==> src/rtl/door_ctrl_gen2_if.sv <==
// -----------------------------------------------------------------------------
// door_ctrl_gen2_if
// Signal bundle between the car controller and the door controller.
//
// Car-controller side (master drives, slave receives):
//   enable              tick strobe; door timing advances only on ticks
//   currentFloor        floor the car is at, 1..N_FLOORS
//   currentDirection    STOP=00, UP=10, DOWN=01, UPDOWN=11 (invalid)
//   currentFloorButton  hall requests at the current floor, same encoding
//   internalButton      [k] car call k (1..N_FLOORS), [N_FLOORS+1] CLOSE_B,
//                       [N_FLOORS+2] OPEN_B
//   moving              car is in motion
//   obstruct            door-edge obstruction sensor
// Door-controller side (slave drives, master receives):
//   door_state          CLOSED=00, OPENING=01, OPEN=10, CLOSING=11
//   doorState           door is fully open
//   door_closed         door is fully closed (car motion interlock)
//   motor_open          drive door motor in the open direction
//   motor_close         drive door motor in the close direction
//   nudge               nudge mode active
//   fault               sticky moving-interlock fault
// -----------------------------------------------------------------------------
interface door_ctrl_gen2_if #(
    parameter int N_FLOORS = 7,
    parameter int FLOOR_W  = 3
);
    logic                  enable;
    logic [FLOOR_W-1:0]    currentFloor;
    logic [1:0]            currentDirection;
    logic [1:0]            currentFloorButton;
    logic [N_FLOORS+2:1]   internalButton;
    logic                  moving;
    logic                  obstruct;

    logic [1:0]            door_state;
    logic                  doorState;
    logic                  door_closed;
    logic                  motor_open;
    logic                  motor_close;
    logic                  nudge;
    logic                  fault;

    modport master (
        output enable, currentFloor, currentDirection, currentFloorButton,
               internalButton, moving, obstruct,
        input  door_state, doorState, door_closed, motor_open, motor_close,
               nudge, fault
    );

    modport slave (
        input  enable, currentFloor, currentDirection, currentFloorButton,
               internalButton, moving, obstruct,
        output door_state, doorState, door_closed, motor_open, motor_close,
               nudge, fault
    );
endinterface

==> src/rtl/door_ctrl_gen2.sv <==
// -----------------------------------------------------------------------------
// door_ctrl_gen2
// Single-car door controller. Tracks door travel through four states, reopens
// on obstruction or request while closing, falls back to nudge mode after
// MAX_REOPEN reopens, and latches a fault if the car moves with the door not
// closed. All timing advances on bus.enable ticks; the interlock is checked
// on every clock.
//
// Ports:
//   clk    system clock
//   reset  asynchronous, active-low reset
//   bus    door_ctrl_gen2_if.slave (car-controller inputs, door outputs)
//
// state   | meaning
// --------+--------------------------------------------------------------
// CLOSED  | door shut; car may move; waits for an open request
// OPENING | motor opening; tcnt counts the stroke down
// OPEN    | door open; dcnt counts dwell down, requests reload it
// CLOSING | motor closing; reopen on obstruct/request unless in nudge
// -----------------------------------------------------------------------------
module door_ctrl_gen2 #(
    parameter int N_FLOORS     = 7,
    parameter int FLOOR_W      = 3,
    parameter int CNT_W        = 8,
    parameter int TRAVEL_TICKS = 2,
    parameter int DWELL_TICKS  = 5,
    parameter int MAX_REOPEN   = 3
) (
    input  logic                 clk,
    input  logic                 reset,
    door_ctrl_gen2_if.slave      bus
);

    typedef enum logic [1:0] {
        CLOSED  = 2'b00,
        OPENING = 2'b01,
        OPEN    = 2'b10,
        CLOSING = 2'b11
    } state_t;

    localparam int RW = (MAX_REOPEN < 2) ? 1 : $clog2(MAX_REOPEN + 1);

    localparam logic [CNT_W-1:0] TRAVEL_C = CNT_W'(TRAVEL_TICKS);
    localparam logic [CNT_W-1:0] DWELL_C  = CNT_W'(DWELL_TICKS);
    localparam logic [CNT_W-1:0] ONE_C    = CNT_W'(1);
    localparam logic [RW-1:0]    MAXR_C   = RW'(MAX_REOPEN);

    localparam int CLOSE_IDX = N_FLOORS + 1;
    localparam int OPEN_IDX  = N_FLOORS + 2;

    state_t              state_q, state_d;
    logic [CNT_W-1:0]    tcnt_q, tcnt_d;
    logic [CNT_W-1:0]    dcnt_q, dcnt_d;
    logic [RW-1:0]       reopen_q, reopen_d;
    logic                nudge_q, nudge_d;
    logic                fault_q, fault_d;

    logic                car_call;
    logic                req_raw;
    logic                req;
    logic                opn;
    logic                close_b;
    logic                held;
    logic                trip;
    logic                freeze;

    // Car call at the current floor; floors outside 1..N_FLOORS never match,
    // so a bad floor code cannot alias onto CLOSE_B/OPEN_B.
    always_comb begin
        car_call = 1'b0;
        for (int k = 1; k <= N_FLOORS; k++) begin
            if (int'(bus.currentFloor) == k) begin
                car_call = bus.internalButton[k];
            end
        end
    end

    // Direction-qualified open request. UPDOWN is treated as invalid and
    // suppresses the car call too, so it can never open the door.
    always_comb begin
        req_raw = 1'b0;
        if (!bus.moving) begin
            case (bus.currentDirection)
                2'b00:   req_raw = |bus.currentFloorButton;
                2'b10:   req_raw = bus.currentFloorButton[1] | car_call;
                2'b01:   req_raw = bus.currentFloorButton[0] | car_call;
                default: req_raw = 1'b0;
            endcase
        end
    end

    assign req     = req_raw & ~nudge_q;
    assign close_b = bus.internalButton[CLOSE_IDX];
    assign opn     = bus.internalButton[OPEN_IDX] & ~bus.moving & ~nudge_q;
    assign held    = nudge_q & bus.obstruct;

    // The interlock trip freezes the FSM on the same edge the fault latches,
    // so no tick can slip through while the car is already moving.
    assign trip    = bus.moving && (state_q != CLOSED);
    assign freeze  = fault_q | trip;
    assign fault_d = fault_q | trip;

    always_comb begin
        state_d  = state_q;
        tcnt_d   = tcnt_q;
        dcnt_d   = dcnt_q;
        reopen_d = reopen_q;
        nudge_d  = nudge_q;

        if (bus.enable && !freeze) begin
            case (state_q)
                CLOSED: begin
                    if (req || opn) begin
                        state_d = OPENING;
                        tcnt_d  = TRAVEL_C;
                    end
                end

                OPENING: begin
                    if (tcnt_q <= ONE_C) begin
                        state_d = OPEN;
                        tcnt_d  = '0;
                        dcnt_d  = DWELL_C;
                    end else begin
                        tcnt_d = tcnt_q - ONE_C;
                    end
                end

                OPEN: begin
                    if (req || opn) begin
                        dcnt_d = DWELL_C;
                    end else if (dcnt_q == '0) begin
                        state_d = CLOSING;
                        tcnt_d  = TRAVEL_C;
                    end else if (close_b) begin
                        dcnt_d = '0;
                    end else begin
                        dcnt_d = dcnt_q - ONE_C;
                    end
                end

                CLOSING: begin
                    if (!nudge_q && (bus.obstruct || req || opn)) begin
                        state_d = OPENING;
                        tcnt_d  = TRAVEL_C;
                        if (reopen_q != MAXR_C) begin
                            reopen_d = reopen_q + 1'b1;
                        end
                        if (reopen_d == MAXR_C) begin
                            nudge_d = 1'b1;
                        end
                    end else if (held) begin
                        // Nudge: the door waits on the obstruction, stroke paused.
                        tcnt_d = tcnt_q;
                    end else if (tcnt_q <= ONE_C) begin
                        state_d  = CLOSED;
                        tcnt_d   = '0;
                        reopen_d = '0;
                        nudge_d  = 1'b0;
                    end else begin
                        tcnt_d = tcnt_q - ONE_C;
                    end
                end

                default: begin
                    state_d = CLOSED;
                end
            endcase
        end
    end

    always_ff @(posedge clk or negedge reset) begin
        if (!reset) begin
            state_q  <= CLOSED;
            tcnt_q   <= '0;
            dcnt_q   <= '0;
            reopen_q <= '0;
            nudge_q  <= 1'b0;
            fault_q  <= 1'b0;
        end else begin
            state_q  <= state_d;
            tcnt_q   <= tcnt_d;
            dcnt_q   <= dcnt_d;
            reopen_q <= reopen_d;
            nudge_q  <= nudge_d;
            fault_q  <= fault_d;
        end
    end

    assign bus.door_state  = state_q;
    assign bus.doorState   = (state_q == OPEN);
    assign bus.door_closed = (state_q == CLOSED);
    assign bus.motor_open  = (state_q == OPENING) & ~fault_q;
    assign bus.motor_close = (state_q == CLOSING) & ~fault_q & ~held;
    assign bus.nudge       = nudge_q;
    assign bus.fault       = fault_q;

endmodule

==> src/flat_wrapper.sv <==
// flat-port wrapper written by rule: the top's interface ports become plain ports
module door_ctrl_gen2_flat 
#(
    parameter int N_FLOORS     = 7,
    parameter int FLOOR_W      = 3,
    parameter int CNT_W        = 8,
    parameter int TRAVEL_TICKS = 2,
    parameter int DWELL_TICKS  = 5,
    parameter int MAX_REOPEN   = 3
)
  (clk, reset, bus_enable, bus_currentFloor, bus_currentDirection, bus_currentFloorButton, bus_internalButton, bus_moving, bus_obstruct, bus_door_state, bus_doorState, bus_door_closed, bus_motor_open, bus_motor_close, bus_nudge, bus_fault);
  door_ctrl_gen2_if #(.N_FLOORS(N_FLOORS), .FLOOR_W(FLOOR_W)) bus_i ();
  input  logic clk;
  input  logic reset;
  input wire logic [$bits(bus_i.enable)-1:0] bus_enable;
  input wire logic [$bits(bus_i.currentFloor)-1:0] bus_currentFloor;
  input wire logic [$bits(bus_i.currentDirection)-1:0] bus_currentDirection;
  input wire logic [$bits(bus_i.currentFloorButton)-1:0] bus_currentFloorButton;
  input wire logic [$bits(bus_i.internalButton)-1:0] bus_internalButton;
  input wire logic [$bits(bus_i.moving)-1:0] bus_moving;
  input wire logic [$bits(bus_i.obstruct)-1:0] bus_obstruct;
  output wire logic [$bits(bus_i.door_state)-1:0] bus_door_state;
  output wire logic [$bits(bus_i.doorState)-1:0] bus_doorState;
  output wire logic [$bits(bus_i.door_closed)-1:0] bus_door_closed;
  output wire logic [$bits(bus_i.motor_open)-1:0] bus_motor_open;
  output wire logic [$bits(bus_i.motor_close)-1:0] bus_motor_close;
  output wire logic [$bits(bus_i.nudge)-1:0] bus_nudge;
  output wire logic [$bits(bus_i.fault)-1:0] bus_fault;
  assign bus_i.enable = bus_enable;
  assign bus_i.currentFloor = bus_currentFloor;
  assign bus_i.currentDirection = bus_currentDirection;
  assign bus_i.currentFloorButton = bus_currentFloorButton;
  assign bus_i.internalButton = bus_internalButton;
  assign bus_i.moving = bus_moving;
  assign bus_i.obstruct = bus_obstruct;
  assign bus_door_state = bus_i.door_state;
  assign bus_doorState = bus_i.doorState;
  assign bus_door_closed = bus_i.door_closed;
  assign bus_motor_open = bus_i.motor_open;
  assign bus_motor_close = bus_i.motor_close;
  assign bus_nudge = bus_i.nudge;
  assign bus_fault = bus_i.fault;
  door_ctrl_gen2 #(.N_FLOORS(N_FLOORS), .FLOOR_W(FLOOR_W), .CNT_W(CNT_W), .TRAVEL_TICKS(TRAVEL_TICKS), .DWELL_TICKS(DWELL_TICKS), .MAX_REOPEN(MAX_REOPEN)) u_core (.clk(clk), .reset(reset), .bus(bus_i));
endmodule
==> config.mk <==
export PLATFORM = sky130hd
export DESIGN_NAME = door_ctrl_gen2_flat
export DESIGN_NICKNAME = d
export VERILOG_FILES = /design/src/rtl/door_ctrl_gen2_if.sv /design/src/rtl/door_ctrl_gen2.sv /design/src/flat_wrapper.sv
export SDC_FILE = /design/constraint.sdc
export NUM_CORES = 1
export LEC_CHECK = 0
export ABC_AREA = 0
export BUFFER_PORTS_ARGS = -buffer_cell sky130_fd_sc_hd__clkbuf_2
export CAP_MARGIN = 20
export CORE_MARGIN = 2
export CORE_UTILIZATION = 30
export CTS_CLUSTER_DIAMETER = 150
export CTS_CLUSTER_SIZE = 10
export DETAILED_ROUTE_END_ITERATION = 7
export SLEW_MARGIN = 40
export SYNTH_ARGS = -nofsm -noshare
export SYNTH_HDL_FRONTEND = slang
export SYNTH_SLANG_ARGS = --single-unit
==> constraint.sdc <==
create_clock -name clk -period 2.8 [get_ports clk]
set_input_delay 0.56 -clock clk [delete_from_list [all_inputs] [get_ports clk]]
set_output_delay 0.56 -clock clk [all_outputs]
set_load 0.02 [all_outputs]
==> results.ini <==
[clocking]
path_clk_slew_ns=0.09
tritoncts=yes
ctsHtreeMaxLevel=1
clock_sinks=22
hold_buffers=0
clock_latency_ns=0.27
cts.path.max_buffers=2
cts_buffers=3
cts_setup_buffers=0
cts_resized=0
cts-root-buf=clkbuf_8

[detailed_routing]
drt_pass1_iterations=4
viasPerCell=5.321
route.detailed.drc=0
drt-wirelength-per-cell_um=13.64
vias=1527
drt_iter0_markers=63
ant_nets=0
wl_mm=3.916

[setup_path]
cp-start-kind=flop
r2r_start=u_core.dcnt_q[4]
cp_max_fo=10
critical_path_buf_inv_count=1
cp_cell_sequence=or4_4 > nor4b_4 > inv_2 > o211ai_4 > and2_4 > mux2_1
r2r_slack_ns=0.31
required_ns=2.97
slowest_delay_ns=0.59
crit_slowest_cell=or4_4
cp-end-kind=flop
worst_ep_arrival_time_ns=2.65
cp_top_family=simple AND/OR/NAND/NOR gates
worst-setup-path-type=reg -> reg
reg2reg_depth=6
rr_endpoint=u_core.tcnt_q[1]

[finish]
final_cell_mix=28 x clkbuf_2, 22 x dfrtp_1, 19 x inv_1, 14 x nor2_1, 11 x ha_1
area_growth_pct=18.74
fillCellCount=574
nets=248
final_common_cell=clkbuf_2
drive_gt1_share_pct=27.91
antenna-diode-count=0

[power_and_ir_drop]
swShare_pct=37.82
p_leak_nw=0.9184
power_frac_comb_pct=41.4
vdd_drop_max_v=0.0002551
p_seq_share_pct=33.8
pwr_density_cell_nw_per_um2=591.9
intPower_mw=0.7704
power_frac_clock_pct=24.9
power.total_mw=1.239
p_switching_mw=0.4687

[die]
die_height_um=80.66
core_um2=5608
io_pins=29
die_area_um2=6506
fp-row-count=27
start_util_pct=31.44
die_w_um=80.66

[yosys]
synthFlopType=dfrtp_1
synth_cells=180
synth-seq-cells=22
synth_edf_count=0
synth_cell_types=58
yosys-top-cells-area=dfrtp_1 31%, ha_1 7.8%, inv_1 4.0%
synth.net_count=212
yosys.area.top_type=dfrtp_1
synth_area_um2=1763
syn_area_per_cell_um2=9.794
async_flop_share_pct=100.0
netlist.area_leader.share_pct=31.23
yosys_warnings=0
synth_seq_area_share_pct=31.23

[timing]
min_period_ns=2.489
skew_ns=0.01158
relSlewSlack_pct=60.85
fmax_ghz=0.4018
drv_slew=0
period_share_pct=88.89
hold_viol=0
setup_viol=0
rsz0062_at_grt=no
tightestPinTransition_ns=0.5872
tns_ns=0

[flow_run]
cap_violations=0

[min_path]
min_path_type=in -> async

[global_route]
grt_pass1_wl_mm=6.575
grt_overflow_total=0
grtUsageTotal_pct=12.63
grt_start_max_net_pins=23
antenna_found_initial=0
grt_pass1_vias=1483

[outcome]
status=finished, final reports clean

[placement]
gp_congestion=0.8062
dp_hpwl_mm=2.974
port_buffers=28

[kinds of logic after synthesis]
| logic type | count (synthesis) | share of synthesized area (%) |
|---|---|---|
| compound gates | 54 | 25.69 |
| buf+inv | 22 | 4.755 |
| simple gates | 62 | 24.20 |
| mux | 9 | 6.316 |
| flops | 22 | 31.23 |
| fa+ha+maj | 11 | 7.807 |
[power by group through the flow]
stage	Clock (mW)	Sequential, mW	Combinational [mW]
after CTS	0.313	0.418	0.514
after floorplan	0	0.421	0.367
after global routing	0.323	0.428	0.570
final	0.308	0.418	0.513
after global placement	0	0.424	0.509
after detailed placement	0	0.426	0.508
[final cells by class]
type	instances	area (um^2)	share of cell area, %
Clock buffer	3	41.29	1.973
Sequential cell	22	550.5	26.30
Multi-Input combinational cell	136	1129	53.91
Tap cell	72	90.09	4.304
Timing Repair Buffer	33	177.7	8.488
Inverter	20	75.07	3.586
Clock inverter	1	30.03	1.435
[per-stage QoR]
step                      instance area [um^2]  hold slack (ns)  std cells  setup slack [ns]  util (%)
after floorplan                           1763           0.2644        180            0.1675         -
after global placement                    2022           0.4981        283            0.2670     36.06
after detailed placement                  2022           0.5044        283            0.1759     36.06
after CTS                                 2093           0.2930        287            0.2934     37.33
after global routing                      2093           0.3168        287            0.1926     37.33
final                                     2093           0.2675        287            0.3111     37.33
[routing by layer]
metal / part of all wire (%) / GRT usage [%] / wire, um
met5: 0 / 0 / 0
met3: 4.7 / 1.461 / 186
met1: 51 / 17.69 / 2003
met2: 43 / 19.83 / 1672
met4: 1.4 / 4.746 / 55
[registers in the layout (all words and copies together) (netlist names)]
| name | flops |
|---|---|
| u_core.dcnt_q | 8 |
| u_core.bus.door_state | 2 |
| u_core.reopen_q | 2 |
| u_core.bus.fault | 1 |
| u_core.tcnt_q | 8 |
| u_core.bus.nudge | 1 |
[worst max-delay path by stage]
stage / startpoint / end / slack, ns / cells after the start
6_report: u_core.dcnt_q[4] / u_core.tcnt_q[1] / 0.31 / 6
5_1_grt: u_core.dcnt_q[4] / u_core.tcnt_q[1] / 0.19 / 6
4_1_cts: u_core.dcnt_q[4] / u_core.tcnt_q[1] / 0.29 / 6
3_5_place_dp: bus_currentDirection[0] / u_core.dcnt_q[4] / 0.18 / 9
3_3_place_gp: bus_currentDirection[0] / u_core.dcnt_q[4] / 0.27 / 9
2_1_floorplan: u_core.bus.door_state[0] / u_core.tcnt_q[1] / 0.17 / 8
[synth_stat cells (all sizes together), types with 2 or more instances]
cell type and instances:
nand2b 10, or4 2, o21ai 4, nand3 6
and2 2, o41ai 3, o211ai 6, or3 4
o31ai 3, a311oi 2, nor4 3, a2111oi 3
a21oi 8, nor3 6, mux2 4, nand2 5
a211oi 4, ha 11, o2bb2ai 6, dfrtp 22
a21o 3, nor3b 2, o22ai 3, mux2i 4
a211o 2, nor2 15, inv 20
Note: power is estimated with default switching activity, not from simulation.
